--- src/rtl/i2c_slave_ctrl.sv ---
// Control FSM of the I2C slave transmitter: address receive, ACK/NACK, byte load/transmit
// and master-ACK sampling. Every output is registered and reflects the state being entered.
module i2c_slave_ctrl #(
    parameter logic [6:0] SLAVE_ADDR = 7'b1111000
) (
    input  logic       clk,
    input  logic       rst,
    input  logic       start_found,
    input  logic       stop_found,
    input  logic       scl_rise,
    input  logic       scl_fall,
    input  logic [7:0] rx_data,
    input  logic       sda_in,
    input  logic       fifo_empty,
    output logic [1:0] sda_mode,
    output logic       rx_enable,
    output logic       tx_enable,
    output logic       load_data,
    output logic       read_enable,
    output logic       busy
);

    typedef enum logic [3:0] {
        S_IDLE      = 4'd0,
        S_ADDR      = 4'd1,
        S_CHK       = 4'd2,
        S_ACK_A     = 4'd3,
        S_NACK_A    = 4'd4,
        S_LOAD      = 4'd5,
        S_TX_BYTE   = 4'd6,
        S_M_ACK     = 4'd7,
        S_WAIT_STOP = 4'd8
    } state_t;

    state_t     state_r;
    state_t     next_state_s;
    logic [3:0] bit_cnt_r;
    logic       ack_bit_r;
    logic       clr_cnt_s;

    function automatic logic [1:0] mode_of(input state_t st);
        case (st)
            S_ACK_A:   mode_of = 2'b01;
            S_NACK_A:  mode_of = 2'b10;
            S_M_ACK:   mode_of = 2'b10;
            S_LOAD:    mode_of = 2'b11;
            S_TX_BYTE: mode_of = 2'b11;
            default:   mode_of = 2'b00;
        endcase
    endfunction

    // Next-state decode: STOP beats START beats the per-state transitions.
    always_comb begin
        next_state_s = S_IDLE;
        if (stop_found) begin
            next_state_s = S_IDLE;
        end else if (start_found) begin
            next_state_s = S_ADDR;
        end else begin
            case (state_r)
                S_IDLE:      next_state_s = S_IDLE;
                S_ADDR: begin
                    if (bit_cnt_r == 4'd8 && scl_fall) next_state_s = S_CHK;
                    else                               next_state_s = S_ADDR;
                end
                S_CHK: begin
                    if (rx_data[7:1] != SLAVE_ADDR) next_state_s = S_WAIT_STOP;
                    else if (rx_data[0])            next_state_s = S_ACK_A;
                    else                            next_state_s = S_NACK_A;
                end
                S_ACK_A: begin
                    if (scl_fall) next_state_s = S_LOAD;
                    else          next_state_s = S_ACK_A;
                end
                S_NACK_A: begin
                    if (scl_fall) next_state_s = S_WAIT_STOP;
                    else          next_state_s = S_NACK_A;
                end
                S_LOAD:      next_state_s = S_TX_BYTE;
                S_TX_BYTE: begin
                    if (bit_cnt_r == 4'd8 && scl_fall) next_state_s = S_M_ACK;
                    else                               next_state_s = S_TX_BYTE;
                end
                S_M_ACK: begin
                    if (scl_fall && !ack_bit_r)     next_state_s = S_LOAD;
                    else if (scl_fall && ack_bit_r) next_state_s = S_WAIT_STOP;
                    else                            next_state_s = S_M_ACK;
                end
                S_WAIT_STOP: next_state_s = S_WAIT_STOP;
                default:     next_state_s = S_IDLE;
            endcase
        end
    end

    // Counter is cleared whenever ADDR (incl. repeated START) or TX_BYTE is entered.
    always_comb begin
        clr_cnt_s = 1'b0;
        if ((!stop_found && start_found) || (state_r == S_LOAD && next_state_s == S_TX_BYTE)) begin
            clr_cnt_s = 1'b1;
        end else begin
            clr_cnt_s = 1'b0;
        end
    end

    // State, bit counter, master-ACK capture and registered output decode.
    always_ff @(posedge clk or posedge rst) begin
        if (rst) begin
            state_r     <= S_IDLE;
            bit_cnt_r   <= 4'd0;
            ack_bit_r   <= 1'b1;
            sda_mode    <= 2'b00;
            rx_enable   <= 1'b0;
            tx_enable   <= 1'b0;
            load_data   <= 1'b0;
            read_enable <= 1'b0;
            busy        <= 1'b0;
        end else begin
            state_r <= next_state_s;

            if (clr_cnt_s)
                bit_cnt_r <= 4'd0;
            else if (scl_rise && bit_cnt_r != 4'd8)
                bit_cnt_r <= bit_cnt_r + 4'd1;

            // Default to NACK so a missing sample never requests another byte.
            if (state_r == S_M_ACK && scl_rise)
                ack_bit_r <= sda_in;
            else if (state_r != S_M_ACK && next_state_s == S_M_ACK)
                ack_bit_r <= 1'b1;

            sda_mode    <= mode_of(next_state_s);
            rx_enable   <= (next_state_s == S_ADDR);
            tx_enable   <= (next_state_s == S_TX_BYTE);
            load_data   <= (next_state_s == S_LOAD);
            read_enable <= (next_state_s == S_LOAD) && !fifo_empty;
            busy        <= (next_state_s != S_IDLE);
        end
    end

endmodule
--- config.mk ---
export PLATFORM = sky130hd
export DESIGN_NAME = i2c_slave_ctrl
export DESIGN_NICKNAME = d
export VERILOG_FILES = /design/src/rtl/i2c_slave_ctrl.sv
export SDC_FILE = /design/constraint.sdc
export NUM_CORES = 1
export LEC_CHECK = 0
export ABC_CLOCK_PERIOD_IN_PS = 4500
export CORE_MARGIN = 1
export CORE_UTILIZATION = 41
export DETAILED_ROUTE_END_ITERATION = 16
export GPL_TIMING_DRIVEN = 0
export PLACE_DENSITY = 0.72
export SYNTH_ARGS = -nofsm -noshare
export SYNTH_HDL_FRONTEND = slang
export SYNTH_SLANG_ARGS = --single-unit
--- constraint.sdc ---
create_clock -name clk -period 4.5 [get_ports clk]
set_input_delay 1.125 -clock clk [delete_from_list [all_inputs] [get_ports clk]]
set_output_delay 1.125 -clock clk [all_outputs]
set_load 0.02 [all_outputs]
After elaboration in Yosys (flattened, before gate mapping)
Index checks and enable logic that the tools add are counted.
{"block": "totals", "ff_bits": 16, "input_bits": 16, "elab_cells": 63}
{"block": "classes", "add_sub_neg": 1, "n_eq_ne": 18, "mux": 17, "n_reduce_logical": 18}
{"cell": "$eq 4x3->1 const B", "count": 8}
{"cell": "$mux 4", "count": 8}
{"cell": "$pmux 4 s8", "count": 1}
{"cell": "$eq 4x2->1 const B", "count": 3}
{"cell": "$logic_and 1x1->1", "count": 9}
{"cell": "$eq 4x1->1 const B", "count": 2}
{"cell": "$eq 4x4->1 const B", "count": 2}
{"cell": "$ne 7x7->1 const B", "count": 1}
{"cell": "$mux 3", "count": 2}
{"cell": "$pmux 2 s3", "count": 1}
{"cell": "$add 4x1->4 const B", "count": 1}
{"cell": "$mux 1", "count": 4}
{"cell": "$ne 4x3->1 const B", "count": 1}
{"cell": "$ne 4x4->1 const B", "count": 1}
{"cell": "$reduce_bool 2->1", "count": 2}
{"cell": "$reduce_bool 4->1", "count": 1}
{"cell": "$reduce_or 2->1", "count": 2}
{"cell": "$logic_not 1->1", "count": 3}
{"cell": "$mux 2", "count": 1}
{"cell": "$logic_or 1x1->1", "count": 1}

Longest topological paths before layout
Gate-level depths: netlist of the first run.
{"block": "depth", "word_depth": 11, "depth_mapped": 7}

Worst setup path before layout of the first run
No wires, ideal clock.
{"block": "synth_path", "kind": "input to register", "from": "in rx_data[2]", "to": "reg sda_mode[0]", "setup_ps": 126, "t_arrival_ps": 2384, "setup_slack_ps": 1990, "path_stages": 4, "n_path_buf": 0, "cell_sequence": "or4_4 > o221ai_4 > nand2_4 > o311a_1"}
{"block": "synth_via", "elab_chain_len": 8, "word_cells_on_any_way": 13, "classes_between": "6 x eq/ne; 5 x mux; 2 x reduce/logical"}
{"element": "start: declaration", "line": "12", "rtl": "input logic [7:0] rx_data,"}
{"element": "$ne 7x7->1 *", "line": "67", "rtl": "if (rx_data[7:1] != SLAVE_ADDR) next_state_s = S_WAIT_STOP;"}
{"element": "$mux 4 *", "line": "67"}
{"element": "$pmux 4 s8 *", "line": "60", "rtl": "case (state_r)"}
{"element": "$mux 4 *", "line": "57", "rtl": "end else if (start_found) begin"}
{"element": "$mux 4 *", "line": "55", "rtl": "if (stop_found) begin"}
{"element": "$eq 4x3->1", "line": "42", "rtl": "case (st)"}
{"element": "$reduce_or 2->1 (no source line)"}
{"element": "$pmux 2 s3 *", "line": "42"}
{"element": "end signal: assignment", "line": "131", "rtl": "sda_mode <= mode_of(next_state_s);"}
{"element": "end: declaration", "line": "15", "rtl": "output logic [1:0] sda_mode,"}
Every way passes the cells marked *; elsewhere a longest branch is shown, timed or not.
A chain may end at the register's enable or synchronous reset.

Worst setup path in the final report of the first run
{"block": "layout_path", "from": "in scl_fall", "to": "reg sda_mode[0]"}
{"block": "layout_via", "elab_chain_len": 9, "word_cells_on_any_way": 20, "classes_between": "5 x eq/ne; 10 x mux; 5 x reduce/logical"}
{"element": "start: declaration", "line": "11", "rtl": "input logic scl_fall,"}
{"element": "$logic_and 1x1->1", "line": "86", "rtl": "else if (scl_fall && ack_bit_r) next_state_s = S_WAIT_STOP;"}
{"element": "$mux 4", "line": "86"}
{"element": "$mux 4", "line": "85", "rtl": "if (scl_fall && !ack_bit_r) next_state_s = S_LOAD;"}
{"element": "$pmux 4 s8 *", "line": "60"}
{"element": "$mux 4 *", "line": "57"}
{"element": "$mux 4 *", "line": "55"}
{"element": "$eq 4x3->1", "line": "42"}
{"element": "$reduce_or 2->1 (no source line)"}
{"element": "$pmux 2 s3 *", "line": "42"}
Marks and branches as above.

==> reports/results.tsv, run 1 <==
stage	metric	value	unit
status	status	finished, final reports clean	
yosys	netlist_instances	97	
floorplan	rows	17	
min_path	hp-class	reg -> reg	
grt	use_met3	2.08	%
yosys	synth_area_leader_cell	dfrtp_1	
worst_setup_path	critPathLaunchType	input port	
yosys	synth_edf_count	0	
timing	slew_violations	0	
timing	setup_viol	0	
timing	rsz0062_at_grt	no	
routing	num_vias	829	
yosys	ys_seq_area_share	40.6	%
routing	drc_errors	0	
cells_and_area	area_delta_synth_final	29.5	%
yosys	ys.flop_type	dfrtp_1	
timing	worst_slew_pin_slew	0.618	ns
grt	grt_antenna_before_repair	0	
floorplan	core	2230	um^2
worst_setup_path	critPathRequiredTime	4.67	ns
grt	grt.met1_usage	20.9	%
yosys	yosysMostFrequentCell	dfrtp_1	
worst_setup_path	worstPathMaxFanout	6	
cts	cts_setup_buffers	0	
cts	cts_hold_buf	0	
routing	viasPerCell	5.49	
routing	firstDrtPassIters	4	
timing	period_share	62.7	%
worst_setup_path	end_kind	register	
grt	grt_pass1_wl	3.51	mm
grt	grt-ovfl-total	0	
placed_design	gp_congestion	0.832	
timing	relSlewSlack	58.7	%
floorplan	die_h	51.1	um
routing	wire_per_inst	13.7	um
worst_setup_path	worstPathArrival	2.99	ns
run	maxCapViolCount	0	
grt	grt_usage	17.8	%
cts	cts_resized	0	
timing	final-hold-violation-count	0	
floorplan	chipWidth	51.1	um
placed_design	hpwl	1.65	mm
routing	routed_wl	2.07	mm
worst_setup_path	worstPathCellList	clkdlybuf4s50_1 > nand4b_1 > a221oi_1 > o21ba_1 > and2_1 > o311a_1	
cts	clock_latency	0.28	ns
cts	root_buffer	clkbuf_4	
yosys	syn_area	988	um^2
power	power_leakage	0.526	nW
timing	fin_ws	1.68	ns
worst_setup_path	slowest_stage	clkdlybuf4s50_1	
placed_design	dpl_worst_slack	1.39	ns
timing	period_needed	2.82	ns
yosys	avgSynthCellArea	10.2	um^2
cells_and_area	drive_gt1_share	17.9	%
cts	clock_sinks	16	
worst_setup_path	critPathKind	in -> reg	
timing	fmax	354	MHz
yosys	ys_top_cells_by_area	dfrtp_1 38%, nor2_1 3.8%, a21oi_1 3.0%	
power	peakVddDrop	0.000253	V
cts	cts_tree	yes	
routing	first_iter_violations	22	
cts	htree_levels	1	
placed_design	io_buffers	22	
yosys	yosysTopAreaCellShare	38.0	%
grt	top_usage_layer	met2	
timing	tns	0	ns
timing	fin_hold_ws	0.564	ns
yosys	syn-num-nets	115	
yosys	yosys_warnings	0	
cts	clk_pin_slew	0.10	ns
floorplan	fp.dieArea	2610	um^2
grt	grt_max_degree	17	
floorplan	start_util	44.3	%
cells_and_area	nNetsFinal	142	
yosys	async_reset_ff_share	100	%
timing	fin_skew	0.00218	ns
cts	cts_buffers	3	
floorplan	io_pins	23	
power	p_per_area	259	nW/um^2
routing	ant_nets	0	
worst_setup_path	critical_path_buf_inv_count	1	
yosys	synth.distinct_cells	44	
grt	grt_pass1_vias	835	
yosys	ys_ff_latch	16	
yosys	synth.top_cells.by_count	15 x dfrtp_1, 10 x nor2_1, 7 x inv_1	
cells_and_area	num_antenna_cells	0	
cts	clockBufferDepth	2	
worst_setup_path	critical_path.max_stage_delay	0.59	ns
grt	grt_util_met2	34.0	%
worst_setup_path	crit_family	compound AO/OA/AOI/OAI gates	
layout by cell type, fill, tap and decap left out, types with 2 or more instances in the layout:
| cell type | n |
|---|---|
| and3_1 | 3 |
| nand3_1 | 3 |
| a41oi_1 | 2 |
| buf_2 | 2 |
| clkbuf_4 | 3 |
| nor2_1 | 10 |
| clkdlybuf4s50_1 | 22 |
| and2_1 | 2 |
| o21ai_0 | 3 |
| nand2_1 | 5 |
| nor3b_1 | 2 |
| nor2_2 | 2 |
| dfrtp_1 | 15 |
| nor4b_2 | 2 |
| inv_1 | 7 |
| ha_1 | 2 |
| nand4_1 | 3 |
| a21oi_1 | 6 |
state kept, by name (all words and copies together), names as in the netlist:
register / count
bit_cnt_r: 4
tx_enable: 1
busy: 1
state_r: 4
read_enable: 1
sda_mode: 2
ack_bit_r: 1
rx_enable: 1
load_data: 1
metrics by stage:
stage | instance area [um^2] | power [W] | std cells | util [%]
2_1_floorplan | 988 | 0.000210 | 97 | -
3_3_place_gp | 1240 | 0.000234 | 147 | 55.7
3_5_place_dp | 1240 | 0.000239 | 147 | 55.7
4_1_cts | 1280 | 0.000336 | 151 | 57.3
5_1_grt | 1280 | 0.000349 | 151 | 57.3
6_report | 1280 | 0.000332 | 151 | 57.3
where the power goes:
group	switching, W	leakage (nW)	total, W	internal [W]
clock	0.0000475	0.0210	0.0000967	0.0000492
sequential	0.0000108	0.214	0.000166	0.000156
combinational	0.0000332	0.292	0.0000684	0.0000352
metal layers:
layer  share of wire [%]  vias to the layer above  wire, um
met5                   0                        -         0
met4                0.39                        0         8
met3                 3.8                        2        79
met2                  53                       22      1090
met1                  43                      403       894
li1                    -                      402         -
final timing paths:
check | slack (ns) | depth (start not counted) | startpoint | endpoint
worst max-delay path | 1.68 | 6 | scl_fall | sda_mode[0]
worst min-delay path | 0.56 | 2 | ack_bit_r | ack_bit_r
worst max register to register | 2.45 | 7 | bit_cnt_r[0] | sda_mode[0]
worst min register to register | 0.56 | 2 | ack_bit_r | ack_bit_r
max in group asynchronous | 2.90 | 2 | rst | busy
min in group asynchronous | 1.21 | 2 | rst | state_r[0]
cells by family (layout without fill, tap and decap cells):
| family | count (synthesis) | after routing | synth area share (%) |
|---|---|---|---|
| flip-flops | 16 | 16 | 40.6 |
| adder cells (fa/ha/maj) | 2 | 2 | 2.53 |
| XOR/XNOR | 2 | 2 | 1.77 |
| AO/OA/AOI/OAI | 22 | 22 | 20.1 |
| buffers and inverters | 10 | 36 | 4.81 |
| AND/OR/NAND/NOR | 43 | 43 | 27.6 |
| multiplexers | 2 | 2 | 2.53 |
worst min-delay path, delay by kind of cell (launching register included):
kind	cells	cell delay, ns
flip-flops	1	0.39
AO/OA/AOI/OAI	2	0.18
area by class of cell:
class | instances | area [um^2]
well taps | 28 | 35.0
repair buffers | 22 | 220
multi-input cells | 71 | 539
flip-flops and latches | 16 | 402
fillers | 203 | 953
inverters | 7 | 26.3
plain buffers | 3 | 21.3
clock buffers | 4 | 36.3
Power figures use the tool's default switching activity.
==> run 2: changes to the inputs <==
ABC_CLOCK_PERIOD_IN_PS = 2500   (was 4500)
PLACE_DENSITY = 0.74   (was 0.72)
clock period = 2.5 ns   (was 4.5 ns; I/O delays follow)
==> run 2 against run 1 <==
Clock power grew 80%. Sequential share of layout area is the same. Flip-flop and latch count is the same. First-iteration DRC count shrank 50%. Core utilization is the same. Final cell count is the same. Power grew 80%. Clock-buffer cell count is the same. Sequential power grew 81%. Critical path depth is the same. Critical path type unchanged. Largest cell class unchanged.
==> reports/results.tsv, run 2 (same netlist as run 1, synthesis figures left out) <==
stage	metric	value	unit
status	status	finished, final reports clean	
power	power_leakage	0.526	nW
timing	fin_ws	0.140	ns
cells_and_area	layout_commonest_cell	clkdlybuf4s50_1	
worst_setup_path	critPathRequiredTime	2.69	ns
cts	clk_pin_slew	0.10	ns
timing	worst_slew_pin_slew	0.599	ns
worst_setup_path	critPathLaunchType	input port	
worst_setup_path	critPathKind	in -> reg	
power	power.total	0.000597	W
floorplan	chipWidth	51.1	um
placed_design	hpwl	1.61	mm
grt	grt-ovfl-total	0	
min_path	hp-class	reg -> reg	
timing	setup_viol	0	
placed_design	dpl_worst_slack	-0.0844	ns
placed_design	gp_congestion	0.800	
grt	grt_usage	18.0	%
floorplan	fp.dieArea	2610	um^2
timing	final-hold-violation-count	0	
routing	wire_per_inst	13.7	um
timing	period_share	94.4	%
cells_and_area	drive_gt1_share	17.9	%
cells_and_area	top_regs	bit_cnt_r (4), state_r (4), sda_mode (2)	
worst_setup_path	critical_path.max_stage_delay	0.59	ns
grt	grt_max_degree	17	
grt	grt_pass1_wl	3.36	mm
cts	clock_latency	0.29	ns
placed_design	dp_cells	147	
worst_setup_path	slowest_stage	clkdlybuf4s50_1	
cts	cts_buffers	3	
routing	drc_errors	0	
run	maxCapViolCount	0	
cells_and_area	area_delta_synth_final	29.5	%
power	peakVddDrop	0.000503	V
routing	first_iter_violations	11	
cells_and_area	num_antenna_cells	0	
floorplan	start_util	44.3	%
cts	clockBufferDepth	2	
cts	cts_tree	yes	
floorplan	rows	17	
cells_and_area	n_fill_cell	193	
timing	fin_skew	0.00865	ns
timing	rsz0062_at_grt	no	
timing	relSlewSlack	60.1	%
timing	fin_hold_ws	0.556	ns
grt	grt_pass1_vias	783	
routing	firstDrtPassIters	4	
routing	ant_nets	0	
worst_setup_path	worstPathMaxFanout	6	
floorplan	io_pins	23	
timing	fmax	424	MHz
routing	routed_wl	2.07	mm
worst_setup_path	end_kind	register	
placed_design	dpl_cell_area	1240	um^2
timing	period_needed	2.36	ns
worst_setup_path	worstPathArrival	2.55	ns
cts	clock_sinks	16	
routing	viasPerCell	5.53	
cts	cts_hold_buf	0	
worst_setup_path	worstPathCellList	clkdlybuf4s50_1 > nand4b_1 > a221oi_1 > o21ba_1 > and2_1 > o311a_1	
cells_and_area	postLayoutCellArea	1280	um^2
grt	grt_antenna_before_repair	0	
placed_design	io_buffers	22	
cts	root_buffer	clkbuf_4	
timing	slew_violations	0	
cts	htree_levels	1	
cts	cts_resized	0	
cells_and_area	nNetsFinal	142	
cells_and_area	layout_common_cells	22 x clkdlybuf4s50_1, 15 x dfrtp_1, 10 x nor2_1, 7 x inv_1, 6 x a21oi_1	
floorplan	core	2230	um^2
floorplan	die_h	51.1	um
cells_and_area	final_cells	151	
routing	num_vias	835	
cts	cts_setup_buffers	0	
power	p_per_area	467	nW/um^2
run 2: worst max-delay path: cells and delay by family:
| family | cells | cell delay [ns] |
|---|---|---|
| AO/OA/AOI/OAI | 3 | 0.98 |
| AND/OR/NAND/NOR | 2 | 0.35 |
| buffers and inverters | 1 | 0.59 |
run 2: where the power goes:
group          switching (W)  leakage (nW)  internal (W)  total [W]
clock network      0.0000849        0.0210     0.0000887   0.000174
registers          0.0000199         0.214      0.000280   0.000300
logic              0.0000598         0.292     0.0000638   0.000124
run 2: final cells by class:
class                           count  area, um^2  area share, %
Sequential cell                    16         402           31.4
Timing Repair Buffer               22         220           17.2
Buffer                              3        21.3           1.66
Tap cell                           28        35.0           2.74
Inverter                            7        26.3           2.05
Multi-Input combinational cell     71         539           42.1
Clock buffer                        4        36.3           2.83
run 2: routing by layer:
| layer | share of wire (%) | vias to the layer above | track usage [%] |
|---|---|---|---|
| met2 | 52 | 23 | 32.5 |
| met5 | 0 | - | 0 |
| met4 | 1.7 | 0 | 7.87 |
| met1 | 41 | 402 | 18.9 |
| met3 | 4.9 | 6 | 5.65 |
| li1 | - | 404 | - |
run 2: final timing paths:
| check | startpoint | endpoint | slack, ns | cells after the start |
|---|---|---|---|---|
| worst max-delay path | scl_fall | sda_mode[0] | 0.14 | 6 |
| worst min-delay path | ack_bit_r | ack_bit_r | 0.56 | 2 |
| worst max register to register | bit_cnt_r[0] | sda_mode[0] | 0.41 | 7 |
| worst min register to register | ack_bit_r | ack_bit_r | 0.56 | 2 |
| max in group asynchronous | rst | bit_cnt_r[2] | 1.40 | 2 |
| min in group asynchronous | rst | state_r[0] | 0.71 | 2 |
run 2: through the flow:
stage               setup TNS [ns]  util, %
floorplan                        0        -
global placement           -0.0866     55.7
detailed placement          -0.186     55.7
CTS                              0     57.3
global route                     0     57.3
finish                           0     57.3
==> run 3: changes to the inputs <==
SETUP_SLACK_MARGIN = 0.5   (was not set)
==> run 3 against run 2 <==
Critical path depth stayed put. Routed wire length increased by 4.0%. Global-route usage is 0.99 points higher. First-iteration DRC count is 36% lower. Combinational power is 9.7% higher. Flip-flop and latch count did not move. Critical path type unchanged. Largest power group unchanged.
==> reports/results.tsv, run 3 (same netlist as run 1, synthesis figures left out) <==
stage	metric	value	unit
status	status	finished, final reports clean	
routing	firstDrtPassIters	4	
worst_setup_path	end_kind	register	
timing	rsz0062_at_grt	yes	
min_path	hp-class	reg -> reg	
cts	clk_pin_slew	0.10	ns
cts	clock_sinks	16	
cts	clock_latency	0.29	ns
timing	final-hold-violation-count	0	
grt	grt-ovfl-total	0	
worst_setup_path	crit_family	simple AND/OR/NAND/NOR gates	
worst_setup_path	worstPathMaxFanout	5	
worst_setup_path	critPathKind	in -> reg	
floorplan	io_pins	23	
floorplan	start_util	44.3	%
timing	period_needed	2.00	ns
power	power_leakage	0.559	nW
routing	routed_wl	2.16	mm
cells_and_area	top_regs	bit_cnt_r (4), state_r (4), sda_mode (2)	
timing	fin_ws	0.502	ns
cts	cts_hold_buf	0	
cts	htree_levels	1	
timing	slew_violations	0	
grt	grt_max_degree	17	
power	peakVddDrop	0.000285	V
worst_setup_path	critical_path_buf_inv_count	2	
cells_and_area	postLayoutCellArea	1340	um^2
placed_design	gp_congestion	0.812	
routing	viasPerCell	5.38	
run	maxCapViolCount	0	
floorplan	die_h	51.1	um
timing	fmax	501	MHz
floorplan	fp.dieArea	2610	um^2
timing	worst_slew_pin_slew	0.608	ns
worst_setup_path	critPathLaunchType	input port	
timing	fin_skew	0.00334	ns
cts	root_buffer	clkbuf_4	
cells_and_area	drive_gt1_share	28.7	%
worst_setup_path	critPathRequiredTime	2.68	ns
placed_design	dpl_worst_slack	-0.0890	ns
routing	wire_per_inst	13.7	um
cts	clockBufferDepth	2	
power	p_per_area	457	nW/um^2
floorplan	core	2230	um^2
grt	grt_antenna_before_repair	0	
worst_setup_path	worstPathCellList	dlygate4sd2_1 > or4_4 > buf_6 > o221ai_4 > nand2_4 > o311a_1	
grt	grt_pass1_vias	864	
grt	grt_usage	19.0	%
placed_design	dpl_cell_area	1240	um^2
placed_design	io_buffers	22	
cts	cts_buffers	3	
timing	relSlewSlack	59.4	%
placed_design	hpwl	1.62	mm
floorplan	rows	17	
routing	ant_nets	0	
routing	num_vias	845	
floorplan	chipWidth	51.1	um
worst_setup_path	worstPathArrival	2.18	ns
cells_and_area	nNetsFinal	148	
worst_setup_path	slowest_stage	or4_4	
routing	first_iter_violations	7	
timing	period_share	79.9	%
cells_and_area	layout_common_cells	14 x dfrtp_1, 14 x clkdlybuf4s50_1, 10 x nor2_1, 6 x inv_1, 6 x a21oi_1	
cells_and_area	area_delta_synth_final	35.7	%
timing	setup_viol	0	
cells_and_area	num_antenna_cells	0	
grt	grt_pass1_wl	3.63	mm
routing	drc_errors	0	
cells_and_area	final_util	60.1	%
worst_setup_path	critical_path.max_stage_delay	0.53	ns
cts	cts_tree	yes	
run 3: cell types whose count changed in the layout (fill, tap and decap cells not counted), moves of 2 or more:
cell | before | now
clkdlybuf4s50_1 | 22 | 14
buf_2 | 2 | 5
clkdlybuf4s15_1 | 0 | 3
buf_4 | 0 | 5
dlygate4sd2_1 | 0 | 2
run 3: area by class of cell:
cell class | instances | area [um^2]
flip-flops and latches | 16 | 403
fillers | 210 | 892
clock buffers | 4 | 36.3
plain buffers | 3 | 21.3
multi-input cells | 71 | 568
repair buffers | 28 | 251
inverters | 7 | 26.3
well taps | 28 | 35.0
run 3: path summary, 6_finish.rpt:
kind,from,to,slack [ns],depth (start not counted)
min in group asynchronous,rst,state_r[1],0.70,2
setup reg to reg,bit_cnt_r[0],sda_mode[0],0.53,7
hold reg to reg,ack_bit_r,ack_bit_r,0.56,2
hold / removal,ack_bit_r,ack_bit_r,0.56,2
max in group asynchronous,rst,state_r[3],1.37,2
setup / recovery,rx_data[3],sda_mode[0],0.50,6
run 3: where the power goes:
part           switching [W]  internal, W
logic              0.0000632    0.0000725
registers          0.0000201     0.000280
clock network      0.0000876    0.0000888
run 3: what timing repair did:
action	4_1_cts	5_1_grt
resized for setup	19	7
setup endpoints to repair	8	7
pin swaps	8	8
buffers inserted	4	2
run 3: worst reg2reg max path: cells and delay by family, from the launching register on:
kind                       cells  cell delay [ns]
AOI/OAI and AO/OA              2             0.57
adders and majority gates      1             0.18
buffers and inverters          1             0.07
DFF                            1             0.42
muxes                          1             0.37
and+or+nand+nor                2             0.27
run 3: metal layers:
layer  vias up  part of all wire [%]  global-route usage (%)
met1       406                    42                    21.3
li1        415                     -                       -
met2        20                    53                    32.7
met5         -                     0                       0
met3         4                   4.8                    5.95
met4         0                  0.88                    8.33
run 3: metrics by stage:
stage          total power (W)  instances  TNS (ns)  hold slack (ns)
2_1_floorplan         0.000377         97         0            0.522
3_3_place_gp          0.000422        147   -0.0569            0.539
3_5_place_dp          0.000428        147    -0.139            0.558
4_1_cts               0.000607        155         0            0.579
5_1_grt               0.000649        157         0            0.590
6_report              0.000612        157         0            0.565
==> edit, RTL diff (flow settings as in run 2) <==
One comparison of `bit_cnt_r` changes from == to >=.
--- a/src/rtl/i2c_slave_ctrl.sv
+++ b/src/rtl/i2c_slave_ctrl.sv
@@ -78,7 +78,7 @@
                 end
                 S_LOAD:      next_state_s = S_TX_BYTE;
                 S_TX_BYTE: begin
-                    if (bit_cnt_r == 4'd8 && scl_fall) next_state_s = S_M_ACK;
+                    if (bit_cnt_r >= 4'd8 && scl_fall) next_state_s = S_M_ACK;
                     else                               next_state_s = S_TX_BYTE;
                 end
                 S_M_ACK: begin
Check against the original RTL: same outputs for any inputs over 10 cycles, from zero or initial values and one cycle with rst high; that may be too few to reach the edited logic, so the function may still have changed.
==> edit against run 2 <==
  * Cell count is 2.6% higher
  * Critical endpoint is now bit_cnt_r[1]
  * Clock skew fell by 0.0069 ns
  * Setup slack better by 0.041 ns
  * Total power shrank 1.5%
  * Sequential power about the same
  * Wire length increased by 5.5%
  * Clock power is 4% lower
  * Cell area up 0.59%
  * Highest routed layer unchanged
  * Largest power group unchanged
  * Synthesized area rose by 0.76%
  * Sequential cell count unchanged
==> edit: results (changes against run 2) <==
Fillers=202 (+4.7%); crit path max fanout=8 (+2); met1 WL=1.011 mm (+18%); CTS resizes=0 (unchanged); RePlAce Congestion=0.9212 (+15%); top sig layer=met4; sequential share of the synthesized area=0.4033 (-0.003063); top post-synthesis cells by count=dfrtp_1, nor2_1, inv_1, nand2_1, nand3_1; Post-Route WL=2.189 mm (+5.5%); dpl ws=-0.08286 ns (+0.001585 ns); Worst Skew=0.001784 ns (-0.006861 ns); Via density=5.697 (+3.0%); hpwl dp=1.660 mm (+3.2%); M2 GR Usage=0.3180 (-0.006579); met3 WL=139 um (+38%); Final setup viols=0 (unchanged); Compound-Gate Fraction of Synth Area=0.1771 (-0.02413); GRT Overall Usage=0.1908 (+0.01080); comb pwr=0.120 mW (-3%); layout cell share with drive strength beyond 1=0.1732 (-0.005633); internal power=0.4322 mW (about the same); Cells after DPL=151 (+2.7%); post-synthesis mux area share=0 (-0.02532); synth top area cells=dfrtp_1, nor4b_2, nor2_1, a221oi_2, dfstp_2; met2 routed WL=1.018 mm (-5.8%); Comb power frac=0.204 (-0.003); Worst VDD drop=0.4265 mV (-15%); Placed Area=1251 sq um (+0.60%); clock group total power=0.167 mW (-4%); P_leak=0.5185 nW (-1.5%); first-pass GRT wire length=3.691 mm (+9.9%); syn_nets=119 (+3.5%); number of global-route vias before repair=827 (+5.6%); Initial DRC Count=15 (+4); outcome=complete, no violations; adder-cell share of the synthesized area=0.02513 (-0.0001908); critical path's largest stage delay=0.63 ns (+0.04 ns)
## edit: final timing paths
path	from	to	slack, ns	cells past startpoint
worst min register to register	bit_cnt_r[1]	bit_cnt_r[1]	0.60	2
worst max-delay path	scl_fall	bit_cnt_r[1]	0.18	6
worst max register to register	bit_cnt_r[0]	bit_cnt_r[1]	0.54	7
worst min-delay path	bit_cnt_r[1]	bit_cnt_r[1]	0.60	2
min in group asynchronous	rst	state_r[0]	0.70	2
max in group asynchronous	rst	bit_cnt_r[2]	1.42	2
## edit: layout make-up
type | count | area [sq um] | share of cell area
Timing Repair Buffer | 22 | 220.2 | 0.1710
Tap cell | 28 | 35.03 | 0.02721
Sequential cell | 16 | 401.6 | 0.3120
Inverter | 5 | 18.77 | 0.01458
Multi-Input combinational cell | 76 | 546.8 | 0.4247
Clock buffer | 4 | 36.28 | 0.02818
Buffer | 4 | 28.78 | 0.02235
